[src/rtl/iter_mult_pkg.sv]
// iter_mult_pkg: shared state encoding for the iterative multiplier
package iter_mult_pkg;
  typedef enum logic [1:0] {
    ST_IDLE = 2'b00,
    ST_RUN  = 2'b01,
    ST_DONE = 2'b10
  } state_t;
endpackage

[src/rtl/iter_mult_hs_if.sv]
// iter_mult_hs_if: start/busy/done handshake and operand/product bus of the multiplier
interface iter_mult_hs_if #(parameter int WIDTH = 8);
  logic               start;
  logic               signed_mode;
  logic [WIDTH-1:0]   a;
  logic [WIDTH-1:0]   b;
  logic               busy;
  logic               done;
  logic [2*WIDTH-1:0] product;
  modport master (output start, signed_mode, a, b, input busy, done, product);
  modport slave  (input start, signed_mode, a, b, output busy, done, product);
endinterface

[src/rtl/iter_mult_dp.sv]
// iter_mult_dp: magnitude capture, shift-add accumulation and signed fix-up of the product
module iter_mult_dp
  import iter_mult_pkg::*;
#(
  parameter int WIDTH = 8
) (
  input  logic               clk,
  input  logic               reset,
  input  logic               load,
  input  logic               step,
  input  logic               finish,
  input  logic               signed_mode,
  input  logic [WIDTH-1:0]   a,
  input  logic [WIDTH-1:0]   b,
  output logic [2*WIDTH-1:0] product
);
  logic [WIDTH-1:0]   mag_a, abs_a, abs_b, addend;
  logic               neg;
  logic [2*WIDTH-1:0] acc, acc_next;
  logic [WIDTH:0]     sum;
  // operands become unsigned magnitudes; the most-negative value still fits in WIDTH bits
  always_comb begin
    abs_a    = (signed_mode & a[WIDTH-1]) ? -a : a;
    abs_b    = (signed_mode & b[WIDTH-1]) ? -b : b;
    addend   = acc[0] ? mag_a : '0;
    sum      = {1'b0, acc[2*WIDTH-1:WIDTH]} + {1'b0, addend};
    acc_next = {sum, acc[WIDTH-1:1]};
  end
  // load seeds the accumulator with |b|; each step consumes one multiplier bit; finish publishes the signed result
  always_ff @(posedge clk or posedge reset)
    if (reset) begin
      mag_a   <= '0;
      neg     <= 1'b0;
      acc     <= '0;
      product <= '0;
    end else begin
      if (load) begin
        mag_a <= abs_a;
        neg   <= signed_mode & (a[WIDTH-1] ^ b[WIDTH-1]);
        acc   <= {{WIDTH{1'b0}}, abs_b};
      end else if (step) acc <= acc_next;
      if (finish) product <= neg ? -acc_next : acc_next;
    end
endmodule

[src/rtl/iter_mult_hs.sv]
// iter_mult_hs: iterative shift-add multiplier with start/busy/done handshake and signed mode
module iter_mult_hs
  import iter_mult_pkg::*;
#(
  parameter int WIDTH = 8
) (
  input  logic          clk,
  input  logic          reset,
  iter_mult_hs_if.slave bus
);
  localparam int CNTW = $clog2(WIDTH + 1);
  state_t          state;
  logic [CNTW-1:0] cnt;
  logic            load, step, finish;
  // a start is only honoured outside RUN; the last step is the one with one iteration left
  always_comb begin
    load   = bus.start & (state != ST_RUN);
    step   = state == ST_RUN;
    finish = step & (cnt == CNTW'(1));
  end
  // sequencer: IDLE/DONE accept a start, RUN counts WIDTH steps, DONE flags the result for one cycle
  always_ff @(posedge clk or posedge reset)
    if (reset) begin
      state    <= ST_IDLE;
      cnt      <= '0;
      bus.busy <= 1'b0;
      bus.done <= 1'b0;
    end else begin
      case (state)
        ST_RUN: begin
          cnt <= cnt - CNTW'(1);
          if (cnt == CNTW'(1)) begin
            state    <= ST_DONE;
            bus.busy <= 1'b0;
            bus.done <= 1'b1;
          end
        end
        default: begin
          bus.done <= 1'b0;
          state    <= bus.start ? ST_RUN : ST_IDLE;
          bus.busy <= bus.start;
          if (bus.start) cnt <= CNTW'(WIDTH);
        end
      endcase
    end
  iter_mult_dp #(.WIDTH(WIDTH)) u_dp (
    .clk(clk),
    .reset(reset),
    .load(load),
    .step(step),
    .finish(finish),
    .signed_mode(bus.signed_mode),
    .a(bus.a),
    .b(bus.b),
    .product(bus.product)
  );
endmodule

[src/flat_wrapper.sv]
// flat-port wrapper written by rule: the top's interface ports become plain ports
module iter_mult_hs_flat import iter_mult_pkg::*;
#(
  parameter int WIDTH = 8
)
  (clk, reset, bus_start, bus_signed_mode, bus_a, bus_b, bus_busy, bus_done, bus_product);
  iter_mult_hs_if #(.WIDTH(WIDTH)) bus_i ();
  input  logic clk;
  input  logic reset;
  input wire logic [$bits(bus_i.start)-1:0] bus_start;
  input wire logic [$bits(bus_i.signed_mode)-1:0] bus_signed_mode;
  input wire logic [$bits(bus_i.a)-1:0] bus_a;
  input wire logic [$bits(bus_i.b)-1:0] bus_b;
  output wire logic [$bits(bus_i.busy)-1:0] bus_busy;
  output wire logic [$bits(bus_i.done)-1:0] bus_done;
  output wire logic [$bits(bus_i.product)-1:0] bus_product;
  assign bus_i.start = bus_start;
  assign bus_i.signed_mode = bus_signed_mode;
  assign bus_i.a = bus_a;
  assign bus_i.b = bus_b;
  assign bus_busy = bus_i.busy;
  assign bus_done = bus_i.done;
  assign bus_product = bus_i.product;
  iter_mult_hs #(.WIDTH(WIDTH)) u_core (.clk(clk), .reset(reset), .bus(bus_i));
endmodule
[config.mk]
export PLATFORM = sky130hd
export DESIGN_NAME = iter_mult_hs_flat
export DESIGN_NICKNAME = d
export VERILOG_FILES = /design/src/rtl/iter_mult_pkg.sv /design/src/rtl/iter_mult_hs_if.sv /design/src/rtl/iter_mult_dp.sv /design/src/rtl/iter_mult_hs.sv /design/src/flat_wrapper.sv
export SDC_FILE = /design/constraint.sdc
export NUM_CORES = 1
export LEC_CHECK = 0
export ABC_AREA = 1
export BUFFER_PORTS_ARGS = -buffer_cell sky130_fd_sc_hd__buf_2
export CORE_MARGIN = 10
export CORE_UTILIZATION = 60
export DETAILED_ROUTE_END_ITERATION = 16
export PLACE_DENSITY = 0.79
export SLEW_MARGIN = 20
export SYNTH_ARGS = -nofsm -noshare
export SYNTH_HDL_FRONTEND = slang
export SYNTH_HIERARCHICAL = 1
export SYNTH_SLANG_ARGS = --single-unit
[constraint.sdc]
create_clock -name clk -period 4.2 [get_ports clk]
set_clock_uncertainty 0.1 [all_clocks]
set_input_delay 0.63 -clock clk [delete_from_list [all_inputs] [get_ports clk]]
set_output_delay 0.63 -clock clk [all_outputs]
set_load 0.01 [all_outputs]
==> reports/qor.txt <==
TNS Setup: 0 ns
sw power: 0.00118 W
RSZ-0062 raised after global routing: no
clock sinks: 47
Internal: 0.00130 W
CORE AREA: 0.00482 mm^2
Net Sw Frac: 47.6%
min Tclk post-route: 2.46 ns
# IOs: 38
vias in the first global route: 2659
DRT Pass-1 Iters: 4
Reg-to-Reg End: u_core/u_dp/product[14]
final hold vios: 0
Synthesized Nets: 443
Slowest cell on crit path: dfrtp_1
port bufs: 37
critical path startpoint category: flop
maximum vdd drop: 0.311 mV
DR vias: 2663
Static Leak: 1.84 nW
r2r setup slk: 1.74 ns
worst setup slack after layout: 1.74 ns
cts bufs inserted: 5
synth top area cells: dfrtp_1 39%, nand2_1 11%, o21ai_0 7.9%, inv_1 7.3%, ha_1 5.3%
Remaining Overflow, GRT: 0
Hold Slack: 0.138 ns
Layout Nets: 479
Max Slew Vio Count: 0
#FFs+latches synth: 47
Synth Area in XOR/XNOR: 5.69%
multiplexer share of the synthesized area: 0%
crit-path max FO: 9
Post-synth EDFFs: 0
1st-iter DRT viols: 251
Post-synth ARST share: 100%
Die Y: 91.3 um
synthesized cell area: 0.00305 mm^2
Avg WL per Cell: 12.7 um
Worst Reg-to-Reg Cells: 14
syn avg cell area: 7.47 um^2
Post-CTS Hold Fix Bufs: 0
Critical Path RT: 4.29 ns
Clock transition at path regs: 0.08 ns
Rel. slew slack: 54.6%
Adder-Cell Fraction of Synth Area: 5.98%
Worst path max stage delay: 0.46 ns
Die Area: 0.00834 mm^2
Reg power frac: 32.8%
cell family with most CP delay: simple AND/OR/NAND/NOR gates
global placement routability congestion: 0.906
PwrDens: 733 mW/mm^2
Setup violations, final: 0
hpwl dp: 5180 um
synthesized instance count: 409
critical path's most frequent cell: nand2_1
post-synthesis compound-gate area fraction: 12.1%
Site Rows: 25
# Max-Cap Violations: 0
worst endpoint data arrival time: 2.56 ns
root buffer cell: clkbuf_8
Worst-Margin Slew: 0.678 ns
fmax: 0.406 GHz
DRT antenna net count: 0
count leader, synth: nand2_1
crit-path cells: nand2_1 > inv_1 > ha_1 > fa_1 > xnor2_2 > nand2_2 > nor2_4 > nand2_2 > nor2_4 > nand3_2 > nand2_1 > nand2_1 > nand3_1 > nand2_1
final wirelength: 6510 um
number of diodes: 0
clock latency on the worst-skew pair: 0.30 ns
top cell type's share of synthesized area: 38.5%
power share of the clock group: 11.4%
Resize count post-CTS: 0
Tcrit/Tclk final: 58.7%
area leader, netlist: dfrtp_1
number of distinct library cells after synthesis: 34
Vias/cell: 5.19
Area Overhead vs Synth: 10.7%
simple-gate share of the synthesized area: 28.2%
Critical Setup Path Class: reg2reg
layout cells sized above 1: 16.8%
Hold/Removal Path Class: in2async
synth warn: 6
H-tree Lvls: 2
initial antenna violation count: 0
CP Capture Type: flop
largest net degree at the start of global routing: 42
Initial Util: 63.4%
die width: 91.3 um
CTS tree: yes
post-CTS setup buffer count: 0
first-pass GRT wire length: 11900 um
clock tree buffer depth: 2
Global Route Usage Sum: 16.6%
CP Buf/Inv Count: 1
Setup Slack @ Placement: 1.72 ns
top_reg_cell synth: dfrtp_1
residual DRC count: 0
synth cell count leaders: 91 x nand2_1, 59 x inv_1, 48 x o21ai_0
fillers: 438
largest family of logic cells by synthesized area: simple AND/OR/NAND/NOR gates
Comb pwr share: 55.8%
outcome: finished, final reports clean
FF-to-FF Start: u_core/u_dp/acc[0]
register area share after synthesis: 38.5%
==> cell usage in the layout, fill, tap and decap left out <==
cell      netlist  final
nand2_1        91     91
inv_1          59     59
o21ai_0        48     48
dfrtp_1        47     47
buf_2           2     37
nand3_1        31     31
nor2_1         28     28
xor2_1         17     17
a21oi_1        13     13
ha_1           13     13
nand2_2        11     11
clkbuf_8        0      6
nor3_1          5      5
nand3_2         5      5
inv_2           4      4
nor2_4          4      4
o21ai_1         3      3
o22ai_1         2      2
nor2_2          2      2
o31ai_1         2      2
nand2_4         2      2
nand4_1         2      2
a31oi_1         2      2
buf_4           1      2
clkinv_4        0      1
clkbuf_1        5      1
clkinv_1        1      1
xnor2_1         1      1
xnor2_2         1      1
nand3b_1        1      1
o221ai_1        1      1
nor3b_1         1      1
or4_1           1      1
fa_1            1      1
==> power by group through the flow <==
stage	combinational (W)	sequential (W)	clock (W)
4_1_cts	0.00140	0.000813	0.000292
3_5_place_dp	0.00139	0.000821	0
3_3_place_gp	0.00135	0.000817	0
6_report	0.00138	0.000813	0.000282
5_1_grt	0.00159	0.000847	0.000310
2_1_floorplan	0.00103	0.000824	0
==> routing by layer <==
layer  part of all wire [%]  wire length (um)  GRT usage [%]
met5                      0                 0              0
met1                     47              3030           21.9
met2                     46              3020           26.8
met3                    5.8               378           3.79
met4                    1.3                82           3.66
==> flip-flops by register name, summed over array words and instances (netlist names) <==
| signal | flops |
|---|---|
| u_core/state | 1 |
| u_core/u_dp/neg | 1 |
| u_core/u_dp/acc | 16 |
| u_core/u_dp/product | 16 |
| u_core/cnt | 4 |
| u_core/u_dp/mag_a | 8 |
| u_core/bus.done | 1 |
==> final cells by class <==
class                      instances  area (um^2)  area share (%)
clock buffer                       7         86.3            2.55
timing repair buffer              39          200            5.92
inverter                          64          240            7.10
sequential                        47         1180            34.8
tap                               67         83.8            2.48
clock inverter                     1         8.76           0.259
multi-input combinational        288         1590            46.9
==> logic make-up after synthesis <==
family	count (synthesis)
AO/OA/AOI/OAI	71
XOR/XNOR	19
adder cells (fa/ha/maj)	14
buffers and inverters	74
flip-flops	47
AND/OR/NAND/NOR	184
==> how the worst max path moves through the flow <==
stage / start / to / slack, ns / depth (start not counted)
global placement: u_core/u_dp/acc[0] / u_core/u_dp/product[14] / 1.79 / 14
finish: u_core/u_dp/acc[0] / u_core/u_dp/product[14] / 1.74 / 14
CTS: u_core/u_dp/acc[0] / u_core/u_dp/product[14] / 1.71 / 14
floorplan: u_core/u_dp/acc[0] / u_core/u_dp/product[14] / 1.82 / 15
detailed placement: u_core/u_dp/acc[0] / u_core/u_dp/product[14] / 1.72 / 14
global route: u_core/u_dp/acc[0] / u_core/u_dp/product[14] / 1.50 / 14
==> per-stage QoR <==
| stage | area [um^2] | power, W | util (%) | std cells |
|---|---|---|---|---|
| detailed placement | 3290 | 0.00221 | 68.2 | 505 |
| global placement | 3290 | 0.00217 | 68.2 | 505 |
| floorplan | 3050 | 0.00185 | - | 409 |
| CTS | 3380 | 0.00250 | 70.2 | 513 |
| global route | 3380 | 0.00275 | 70.2 | 513 |
| finish | 3380 | 0.00248 | 70.2 | 513 |
==> worst reg2reg max path, cell delays in order, from the launching register on <==
cell and delay (ns):
dfrtp_1 0.46, nand2_1 0.10, inv_1 0.04, ha_1 0.21, fa_1 0.45, xnor2_2 0.31
nand2_2 0.10, nor2_4 0.14, nand2_2 0.07, nor2_4 0.10, nand3_2 0.07, nand2_1 0.06
nand2_1 0.05, nand3_1 0.06, nand2_1 0.05
(Power assumes the default switching activity.)
